[config.mk]
export PLATFORM = sky130hd
export DESIGN_NAME = chip_top_lite_flat
export DESIGN_NICKNAME = d
export VERILOG_FILES = /design/src/rtl/chip_top_lite_if.sv /design/src/rtl/chip_top_lite.sv /design/src/flat_wrapper.sv
export SDC_FILE = /design/constraint.sdc
export NUM_CORES = 1
export LEC_CHECK = 0
export ABC_AREA = 1
export BUFFER_PORTS_ARGS = -buffer_cell sky130_fd_sc_hd__buf_2
export CORE_MARGIN = 5
export CORE_UTILIZATION = 36
export DETAILED_ROUTE_END_ITERATION = 10
export MAX_ROUTING_LAYER = met4
export PLACE_DENSITY_LB_ADDON = 0.2
export SYNTH_ARGS = -nofsm -noshare
export SYNTH_HDL_FRONTEND = slang
export SYNTH_SLANG_ARGS = --single-unit
[constraint.sdc]
create_clock -name clk_p -period 5.4 [get_ports clk_p]
set_clock_uncertainty 0.1 [all_clocks]
set_input_delay 0.27 -clock clk_p [delete_from_list [all_inputs] [get_ports clk_p]]
set_output_delay 0.27 -clock clk_p [all_outputs]
set_load 0.05 [all_outputs]
[src/rtl/chip_top_lite_if.sv]
// chip_top_lite_if: UART pin bundle, rxd/txd data lines plus cts/rts flow control
interface chip_top_lite_if;
  logic rxd, txd, cts, rts;
  modport master (output rxd, cts, input txd, rts);
  modport slave (input rxd, cts, output txd, rts);
endinterface

[src/rtl/chip_top_lite.sv]
// chip_top_lite: chip top with boot-banner 8N1 UART, cts/rts flow control and LED/DIP status
// Ports: clk_p rising-edge clock (clk_n its unused complement), rst_top sync active-high reset,
//   uart (chip_top_lite_if.slave: rxd in, txd out, cts in, rts out), i_dip[15:0] switches, o_led[7:0] status.
// Optional: define UART_ECHO_EN to hold received bytes and echo them on txd after the banner.
module chip_top_lite #(
  parameter int CLK_DIV = 52,
  parameter int BOOT_DELAY = 16
) (
  input  logic clk_p,
  input  logic clk_n,
  input  logic rst_top,
  chip_top_lite_if.slave uart,
  input  logic [15:0] i_dip,
  output logic [7:0] o_led
);
  localparam logic [71:0] BANNER = 72'h6C_6F_77_52_49_53_43_0D_0A;
  localparam logic [15:0] DIV_LAST = 16'(CLK_DIV - 1);
  localparam logic [15:0] HALF_LAST = 16'(CLK_DIV / 2 - 1);
  localparam logic [15:0] BOOT_CNT = 16'(BOOT_DELAY);
  typedef enum logic [2:0] {T_IDLE, T_WAIT, T_START, T_DATA, T_STOP} tx_t;
  typedef enum logic [1:0] {R_IDLE, R_START, R_DATA, R_STOP} rx_t;
  tx_t r_tx, w_tx_nx;
  rx_t r_rx, w_rx_nx;
  logic [15:0] r_div, r_rdiv, r_boot;
  logic [2:0] r_bit, r_rbit;
  logic [3:0] r_bidx;
  logic [7:0] r_tx_byte, r_rx_byte, r_led, w_hold, w_ban_byte;
  logic [6:0] w_boff;
  logic r_s1, r_s2, r_prev, r_banner_done, r_err;
  logic w_div_end, w_rdiv_end, w_half_end, w_ban_pend, w_echo_pend, w_have, w_load, w_take;
  logic w_fall, w_rx_ok, w_rx_err, w_overrun, w_hold_v, w_busy, w_txd, w_unused;
  assign w_unused = ^{clk_n, i_dip[15:5], w_rx_ok, r_rx_byte};
  assign w_div_end = r_div == DIV_LAST;
  assign w_ban_pend = (r_boot == BOOT_CNT) && (r_bidx != 4'd9);
  assign w_echo_pend = r_banner_done & w_hold_v;
  assign w_have = w_ban_pend | w_echo_pend;
  assign w_load = (w_tx_nx == T_START) && (r_tx != T_START);
  assign w_take = w_load & ~w_ban_pend;
  // Banner byte 0 sits in the top byte of BANNER
  assign w_boff = {4'd8 - r_bidx, 3'b000};
  assign w_ban_byte = 8'(BANNER >> w_boff);
  always_ff @(posedge clk_p)
    if (rst_top) r_tx <= T_IDLE;
    else r_tx <= w_tx_nx;
  // cts is only looked at on the way into a start bit
  always_comb begin
    w_tx_nx = r_tx;
    case (r_tx)
      T_IDLE: w_tx_nx = w_have ? (uart.cts ? T_START : T_WAIT) : T_IDLE;
      T_WAIT: w_tx_nx = uart.cts ? T_START : T_WAIT;
      T_START: w_tx_nx = w_div_end ? T_DATA : T_START;
      T_DATA: w_tx_nx = (w_div_end && r_bit == 3'd7) ? T_STOP : T_DATA;
      T_STOP: w_tx_nx = !w_div_end ? T_STOP : !w_have ? T_IDLE : uart.cts ? T_START : T_WAIT;
      default: w_tx_nx = T_IDLE;
    endcase
  end
  always_comb begin
    w_busy = r_tx inside {T_START, T_DATA, T_STOP};
    w_txd = (r_tx == T_START) ? 1'b0 : (r_tx == T_DATA) ? r_tx_byte[r_bit] : 1'b1;
  end
  always_ff @(posedge clk_p)
    if (rst_top) begin
      r_div <= 16'd0;
      r_bit <= 3'd0;
      r_boot <= 16'd0;
      r_bidx <= 4'd0;
      r_tx_byte <= 8'h00;
      r_banner_done <= 1'b0;
    end else begin
      r_div <= (r_tx == T_IDLE || r_tx == T_WAIT || w_div_end) ? 16'd0 : r_div + 16'd1;
      r_bit <= (r_tx == T_DATA) ? r_bit + {2'b00, w_div_end} : 3'd0;
      if (r_boot != BOOT_CNT) r_boot <= r_boot + 16'd1;
      if (w_load) r_tx_byte <= w_ban_pend ? w_ban_byte : w_hold;
      if (w_load && w_ban_pend) r_bidx <= r_bidx + 4'd1;
      if (r_tx == T_STOP && w_div_end && r_bidx == 4'd9) r_banner_done <= 1'b1;
    end
  always_ff @(posedge clk_p)
    if (rst_top) {r_s1, r_s2, r_prev} <= 3'b111;
    else {r_s1, r_s2, r_prev} <= {uart.rxd, r_s1, r_s2};
  assign w_fall = r_prev & ~r_s2;
  assign w_half_end = (r_rx == R_START) && (r_rdiv == HALF_LAST);
  assign w_rdiv_end = r_rdiv == DIV_LAST;
  always_ff @(posedge clk_p)
    if (rst_top) r_rx <= R_IDLE;
    else r_rx <= w_rx_nx;
  // A line back high at mid start bit is a false start, not an error
  always_comb begin
    w_rx_nx = r_rx;
    case (r_rx)
      R_IDLE: w_rx_nx = w_fall ? R_START : R_IDLE;
      R_START: w_rx_nx = !w_half_end ? R_START : r_s2 ? R_IDLE : R_DATA;
      R_DATA: w_rx_nx = (w_rdiv_end && r_rbit == 3'd7) ? R_STOP : R_DATA;
      R_STOP: w_rx_nx = w_rdiv_end ? R_IDLE : R_STOP;
      default: w_rx_nx = R_IDLE;
    endcase
  end
  always_comb begin
    w_rx_ok = (r_rx == R_STOP) & w_rdiv_end & r_s2;
    w_rx_err = (r_rx == R_STOP) & w_rdiv_end & ~r_s2;
  end
  always_ff @(posedge clk_p)
    if (rst_top) begin
      r_rdiv <= 16'd0;
      r_rbit <= 3'd0;
      r_rx_byte <= 8'h00;
      r_err <= 1'b0;
      r_led <= 8'h00;
    end else begin
      r_rdiv <= (r_rx == R_IDLE || w_half_end || w_rdiv_end) ? 16'd0 : r_rdiv + 16'd1;
      r_rbit <= (r_rx == R_DATA) ? r_rbit + {2'b00, w_rdiv_end} : 3'd0;
      if (r_rx == R_DATA && w_rdiv_end) r_rx_byte <= {r_s2, r_rx_byte[7:1]};
      r_err <= r_err | w_rx_err | w_overrun;
      r_led <= {i_dip[4:0], w_busy, r_err, r_banner_done};
    end
`ifdef UART_ECHO_EN
  logic r_hold_v;
  logic [7:0] r_hold;
  // A byte arriving in the same cycle the old one leaves for TX still fits
  always_ff @(posedge clk_p)
    if (rst_top) begin
      r_hold_v <= 1'b0;
      r_hold <= 8'h00;
    end else begin
      if (w_rx_ok && (!r_hold_v || w_take)) r_hold <= r_rx_byte;
      r_hold_v <= w_rx_ok | (r_hold_v & ~w_take);
    end
  assign w_hold_v = r_hold_v;
  assign w_hold = r_hold;
  assign w_overrun = w_rx_ok & r_hold_v & ~w_take;
`else
  assign w_hold_v = 1'b0;
  assign w_hold = 8'h00;
  assign w_overrun = 1'b0;
`endif
  assign uart.txd = w_txd;
  assign uart.rts = ~rst_top & ~w_hold_v;
  assign o_led = r_led;
endmodule

[src/flat_wrapper.sv]
// flat-port wrapper written by rule: the top's interface ports become plain ports
module chip_top_lite_flat 
#(
  parameter int CLK_DIV = 52,
  parameter int BOOT_DELAY = 16
)
  (clk_p, clk_n, rst_top, i_dip, o_led, uart_rxd, uart_cts, uart_txd, uart_rts);
  chip_top_lite_if uart_i ();
  input  logic clk_p;
  input  logic clk_n;
  input  logic rst_top;
  input  logic [15:0] i_dip;
  output logic [7:0] o_led;
  input wire logic [$bits(uart_i.rxd)-1:0] uart_rxd;
  input wire logic [$bits(uart_i.cts)-1:0] uart_cts;
  output wire logic [$bits(uart_i.txd)-1:0] uart_txd;
  output wire logic [$bits(uart_i.rts)-1:0] uart_rts;
  assign uart_i.rxd = uart_rxd;
  assign uart_i.cts = uart_cts;
  assign uart_txd = uart_i.txd;
  assign uart_rts = uart_i.rts;
  chip_top_lite #(.CLK_DIV(CLK_DIV), .BOOT_DELAY(BOOT_DELAY)) u_core (.clk_p(clk_p), .clk_n(clk_n), .rst_top(rst_top), .uart(uart_i), .i_dip(i_dip), .o_led(o_led));
endmodule
==> metrics.txt, run 1 <==
Synth area leader dfxtp_1; Final Hold Fails 0; Die Wd 116.6 um; setup TNS 0 ns; largest cells by area after synthesis dfxtp_1 41%, nor2_1 9.9%, nand2_1 8.1%, inv_1 7.5%, nand3_1 5.5%; FFs w/ async S/R, synth 0%; Worst R2R End u_core.r_tx_byte[3]; Post-Syn Instances 580; total grt overflow 0; met2 Usage GRT between 20% and 30%; row count 39; startpoint types input port; antenna-violating nets left 0; post-cts resize count 0; Tightest Pin Transition roughly 0.6 ns; reg2reg start u_core.r_bidx[0]; io pins 31; Slew HR about three fifths; flops & latches, synth 83; WHS Path Cells 2; static leakage 1.815 nW; HP Start uart_rxd; status complete, no violations; fin crit period 2.312 ns; Worst VDD drop 0.1623 mV; Psw 0.2733 mW; Yosys warning count 0; Clk pwr share roughly half; switching share of power 20.52%; Pins Over Slew Limit 0; area grow syn2layout 13.37%; clock transition at the registers of the reported paths 0.06 ns; worst endpoint required time roughly 5.5 ns; Worst Setup SP rst_top; DR iter-0 viols 166; sequential area share after synthesis 40.62%; vias in the first global route ~3400; M3 GR Usage about 4.2%; final WL 8.185 mm; gr usage total 13.72%; Starting Density between 30% and 40%; critical path class in -> reg; total power 1.331 mW; Layout Nets 636; global route hottest layer met2; Vias/cell 4.759; via count 3560; Hold Path Class in -> reg; critical path's top delay family buffers and inverters; Netlist Area Pre-Place 0.004090 mm2; initial antenna violation count 0; core footprint around 0.011 mm2; Die H between 100 and 150 um; Max FO, Critical Path 29; Hold-fix buffers, CTS 0; pwr/cell area 287.1 mW/mm2; prevailing post-synth register cell dfxtp_1; number of flops mapped to enable cells by yosys 0; R2R cell count 10; Crit path largest cell delay 0.70 ns; Buffers & Inverters on Critical Path 3; GR Layer Usage met1 15.13%; CTS tree yes; Clock H-tree levels 3; Final setup viols 0; Crit. End Element flop; FF-to-FF setup slack roughly 3.2 ns; Fmax achieved 0.4326 GHz; Die Area 0.01359 mm2; Max Buffers Root-to-Sink 2; hold endpoint u_core.r_s1; share of the synthesized area in the top cell type 40.62%; Worst EP arrival 2.43 ns; post-CTS setup buffer count 0; worst-path cell chain buf_2 > clkinv_1 > nand3_1 > inv_1 > o21ai_0 > a21oi_1; Inserted Clock Buffers 9; TritonCTS Sinks 83; hpwl dp 6.049 mm; Avg Cell Area, Syn 7.052 um2; PortBufs 18; Clock Latency Late Sink ~0.34 ns; Antenna Cells 0; Remaining DRCs 0; drt first pass iters 4; Max Cap Viol 0; RSZ-0062 raised after global routing no; Critical-path top delay cell nand3_1; Fillers 1158; first-pass GRT wire length 14.65 mm; Root Buffer clkbuf_16; combinational fraction of design power 2.9%; GPL Wtd Cong between 0.7 and 0.8; fin crit share around 43%; largest net degree at the start of global routing 30; DR WL/cell 10.94 um; Synth cell types 39; Seq pwr share 46.6%; syn_nets 616; Internal Power 1.058 mW; fraction of layout cells with a size suffix above 1 under 10%
[stage by stage]
step                      cell area (um2)  hold WS, ns  setup slack [ns]  std cells  utilization, %
after floorplan                      4090       0.2738             3.430        580               -
final                                4637      0.01535             3.088        748           41.14
after CTS                            4637     0.004580             3.037        748           41.14
after global placement               4308       0.2940             2.681        732           38.22
after detailed placement             4308       0.2941             2.669        732           38.22
after global routing                 4637      0.01985             2.791        748           41.14
[registers in the layout, indices dropped and copies added, names as in the netlist]
name,count
u_core.r_banner_done,1
u_core.r_s2,1
u_core.r_prev,1
u_core.o_led,8
u_core.r_div,16
u_core.r_bit,3
u_core.r_tx,3
u_core.r_rdiv,16
u_core.r_s1,1
u_core.r_err,1
u_core.r_boot,16
u_core.r_rx,2
u_core.r_bidx,4
u_core.r_rbit,3
u_core.r_tx_byte,7
[worst max-delay path by stage]
| stage | to | slack (ns) | depth (start not counted) |
|---|---|---|---|
| 3_3_place_gp | u_core.r_div[10] | 2.68 | 6 |
| 5_1_grt | u_core.r_div[10] | 2.79 | 6 |
| 6_report | u_core.r_div[10] | 3.09 | 6 |
| 2_1_floorplan | u_core.r_tx_byte[3] | 3.43 | 10 |
| 3_5_place_dp | u_core.r_div[10] | 2.67 | 6 |
| 4_1_cts | u_core.r_div[10] | 3.04 | 6 |
[Yosys cell counts, types with 3 or more instances]
cell type,n
clkbuf_1,4
xnor2_1,3
nor3_1,22
nor2_1,108
nor2_2,5
xor2_1,11
nand4_1,16
nand2_1,88
dfxtp_1,83
or2_2,4
inv_1,82
nor3b_1,3
o21ai_0,20
o211ai_1,3
ha_1,15
o21a_1,3
a21oi_1,38
nand3_1,45
nand3b_1,3
[cell type report]
| type | instances | area, um2 | share of cell area, % |
|---|---|---|---|
| Clock inverter | 4 | 72.57 | 1.565 |
| Clock buffer | 12 | 256.5 | 5.532 |
| Multi-Input combinational cell | 405 | 2066 | 44.55 |
| Sequential cell | 83 | 1662 | 35.83 |
| Tap cell | 143 | 178.9 | 3.859 |
| Timing Repair Buffer | 18 | 90.09 | 1.943 |
| Inverter | 83 | 311.5 | 6.719 |
[power by group through the flow]
stage	clock network [mW]	logic [mW]	registers, mW
5_1_grt	0.723	0.0432	0.621
6_report	0.672	0.0382	0.621
2_1_floorplan	0	0.0220	0.641
3_3_place_gp	0	0.0383	0.634
4_1_cts	0.691	0.0389	0.621
3_5_place_dp	0	0.0388	0.635
[logic make-up (layout without fill, tap and decap cells)]
family | count (synthesis) | after routing | share of synthesized area (%)
simple gates | 306 | 306 | 33.53
buf+inv | 92 | 117 | 8.871
flops | 83 | 83 | 40.62
compound gates | 70 | 70 | 9.392
fa+ha+maj | 15 | 15 | 4.589
xor+xnor | 14 | 14 | 2.998
[worst register-to-register path, delay by kind of cell, from the launching register on]
| family | cells | cell delay (ns) |
|---|---|---|
| adders and majority gates | 2 | 0.68 |
| DFF | 1 | 0.47 |
| buffers and inverters | 2 | 0.29 |
| and+or+nand+nor | 3 | 0.29 |
| AOI/OAI and AO/OA | 3 | 0.27 |
[per-layer routing]
metal	part of all wire, %	wire, um
met5	0	0
met2	50	4084
met1	45	3711
met3	3.7	302
met4	1.1	87
[placed cells by master, fill, tap and decap left out, types with 15 or more instances in the layout]
cell,n
ha_1,15
nand3_1,45
buf_2,18
nand2_1,88
dfxtp_1,83
nand4_1,16
inv_1,82
nor3_1,22
a21oi_1,38
o21ai_0,20
nor2_1,108
No activity file was read; power rests on OpenSTA's default activity.
==> run 2, diff against run 1 <==
Settings changed: ABC_AREA 1 to 0.
Clock period 5.4 ns to 1.9 ns, I/O delays scaled along.
==> run 2 against run 1 <==
- the flow now finishes with violations (setup timing)
- clock power is 110% higher
- sequential cell count is the same
- cell area grew 11%
==> metrics.txt, run 2 <==
status finished, violations left (was complete, no violations); failing checks setup timing; Inserted Clock Buffers 9 (unchanged); FFs w/ async S/R, synth 0% (unchanged); antenna-violating nets left 0 (unchanged); gr usage total 13.24% (was 13.72%); Tightest Pin Transition 0.4414 ns (was 0.6072 ns); fin worst setup slack -0.2241 ns (was 3.088 ns); most frequent cells in the layout 75 x buf_4, 73 x dfxtp_1, 51 x nor2_1 (was 108 x nor2_1, 88 x nand2_1, 83 x dfxtp_1); most common cell after layout, fill and taps aside buf_4 (was nor2_1); Worst VDD drop 0.3358 mV (was 0.1623 mV); initial antenna violation count 0 (unchanged); Slew HR 70.58% (was 59.27%); DR WL/cell 11.96 um (was 10.94 um); Pins Over Slew Limit 0 (unchanged); reg2reg start u_core.r_rdiv[14] (was u_core.r_bidx[0]); Final setup viols 30 (was 0); syn_nets 451 (was 616); Netlist Area Pre-Place 0.003837 mm2 (was 0.004090 mm2); Max Cap Viol 0 (unchanged); total grt overflow 0 (unchanged); hpwl dp 5.572 mm (was 6.049 mm); setup TNS -4.606 ns (was 0 ns); area grow syn2layout 34.43% (was 13.37%); Yosys warning count 0 (unchanged); TritonCTS Sinks 83 (unchanged); Final Hold Fails 0 (unchanged); Max FO, Critical Path 8 (was 29); Root Buffer clkbuf_8 (was clkbuf_16); Remaining DRCs 0 (unchanged); number of flops mapped to enable cells by yosys 0 (unchanged); Psw 0.7393 mW (was 0.2733 mW); flops & latches, synth 83 (unchanged); fin crit period 2.124 ns; WHS Path Cells 2 (unchanged); largest net degree at the start of global routing 23 (was 30); row count 37 (was 39); fraction of layout cells with a size suffix above 1 32.89% (was 8.264%); core footprint 0.01037 mm2 (was 0.01127 mm2); Die H 113.2 um (was 116.6 um); Seq pwr share 52.9% (was 46.6%); drt first pass iters 4 (unchanged); Die Wd 113.2 um (was 116.6 um); Post-Syn Instances 415 (was 580); Fmax achieved 0.4708 GHz; Die Area 0.01282 mm2 (was 0.01359 mm2); worst endpoint required time 2.05 ns (was 5.52 ns); Internal Power 2.591 mW (was 1.058 mW); startpoint types flop (was input port); Avg Cell Area, Syn 9.247 um2 (was 7.052 um2); first-pass GRT wire length 13.62 mm (was 14.65 mm); clock transition at the registers of the reported paths 0.08 ns (was 0.06 ns); Hold Path Class in -> reg (unchanged); Placement Setup Slack -0.2963 ns (was 2.669 ns); via count 3138 (was 3560); Synth cell types 51 (was 39); Worst EP arrival 2.27 ns (was 2.43 ns); Crit. End Element flop (unchanged); FF-to-FF setup slack -0.22 ns (was 3.16 ns); Synth area leader dfxtp_1 (unchanged); largest cells by area after synthesis dfxtp_1 43%, xor2_1 6.2%, nor2_1 5.6%, ha_1 4.9%, xnor2_1 4.3% (was dfxtp_1 41%, nor2_1 9.9%, nand2_1 8.1%, inv_1 7.5%, nand3_1 5.5%); largest registers u_core.r_boot: 16 flops, u_core.r_div: 16 flops, u_core.r_rdiv: 16 flops (unchanged); Commonest cells post-synth 83 x dfxtp_1, 57 x nor2_1, 28 x nand2_1 (was 108 x nor2_1, 88 x nand2_1, 83 x dfxtp_1); sequential area share after synthesis 43.30% (was 40.62%); DR iter-0 viols 114 (was 166); switching share of power 22.20% (was 20.52%); share of the synthesized area in the top cell type 43.30% (was 40.62%); Starting Density 37.01% (was 36.29%); static leakage 2.038 nW (was 1.815 nW); GPL Wtd Cong 0.8050 (was 0.7918); critical path class reg -> reg (was in -> reg); vias in the first global route 3095 (was 3396); Clock Latency Late Sink 0.35 ns (was 0.34 ns); fin crit share 111.8%; HP Start rst_top (was uart_rxd); pwr/cell area 645.5 mW/mm2 (was 287.1 mW/mm2); prevailing post-synth register cell dfxtp_1 (unchanged); final WL 7.916 mm (was 8.185 mm); Vias/cell 4.740 (was 4.759); Clk pwr share 42.8% (was 50.5%); Worst R2R End u_core.r_rdiv[8] (was u_core.r_tx_byte[3]); Layout Nets 557 (was 636); R2R cell count 6 (was 10); CTS tree yes (unchanged); io pins 31 (unchanged); Max Buffers Root-to-Sink 2 (unchanged); PortBufs 18 (unchanged); combinational fraction of design power 4.4% (was 2.9%); RSZ-0062 raised after global routing yes (was no); hold endpoint u_core.r_bidx[1] (was u_core.r_s1); Clock H-tree levels 3 (unchanged); Antenna Cells 0 (unchanged); count leader, synth dfxtp_1 (was nor2_1)
run 2: changes by cell type after synthesis, sizes merged, moves of 16 or more:
cell,delta
a21oi,-30
xor2,+16
nor2,-47
nand3,-29
inv,-67
nand2,-63
xnor2,+16
run 2: timing repair:
action                                  4_1_cts  5_1_grt
hold buffers                                  6        0
pin swaps                                     8       13
endpoints found under the setup margin       32       36
gates resized for setup                      17       27
cloned                                        1        0
endpoints found under the hold margin         6        0
buffers inserted                              5        1
run 2: stage by stage:
stage / area (um2) / hold WS, ns / power [mW] / std cells / utilization, %
floorplan: 3859 / 0.09881 / 1.885 / 415 / -
global placement: 4637 / 0.1875 / 1.926 / 633 / 44.72
detailed placement: 4637 / 0.1924 / 1.929 / 633 / 44.72
CTS: 5042 / 0.04358 / 3.370 / 661 / 48.62
global route: 5159 / 0.07347 / 3.470 / 662 / 49.75
finish: 5159 / 0.06147 / 3.330 / 662 / 49.75
run 2: power groups by stage:
stage	clock [mW]	combinational, mW	sequential (mW)
after floorplan	0	0.0600	1.82
after global routing	1.55	0.158	1.76
after CTS	1.47	0.142	1.76
after global placement	0	0.124	1.80
after detailed placement	0	0.126	1.80
final	1.42	0.145	1.76
run 2: cell families after synthesis:
kind of cell             synth area share, %
AND/OR/NAND/NOR                        28.33
flip-flops                             43.30
XOR/XNOR                               10.50
AO/OA/AOI/OAI                          7.206
buffers and inverters                  3.065
adder cells (fa/ha/maj)                4.891
multiplexers                           2.706
run 2: worst max path at each step:
stage	startpoint	to	cells after the start
floorplan	u_core.r_rdiv[14]	u_core.r_rdiv[14]	7
global placement	u_core.r_rdiv[14]	u_core.r_rdiv[6]	6
detailed placement	u_core.r_rdiv[14]	u_core.r_rdiv[4]	6
CTS	u_core.r_rdiv[2]	u_core.r_rdiv[13]	6
global route	u_core.r_rdiv[14]	u_core.r_rdiv[8]	6
finish	u_core.r_rdiv[14]	u_core.r_rdiv[8]	6
run 2: metal layers:
layer	up-vias	wire (um)	GRT usage (%)	share of wire, %
li1	1645	-	-	-
met1	1471	3730	16.00	47
met2	16	3980	21.68	50
met3	6	141	3.048	1.8
met4	0	65	4.647	0.82
met5	-	0	-	0
run 2: critical path, stage by stage, from the launching register on:
cell and delay, ns:
dfxtp_2 0.33, or4_4 0.52, or4b_4 0.56, a21oi_2 0.14, or3_4 0.18, buf_16 0.16
nor2_4 0.04
run 2: area by class of cell:
cell class                 instances  area, um2
fill                            1002       5211
tap                              136      170.2
timing repair buffer             105      820.8
clock inverter                     6      86.33
inverter                          15      56.30
sequential                        83       1677
multi-input combinational        307       2211
clock buffer                      10      137.6
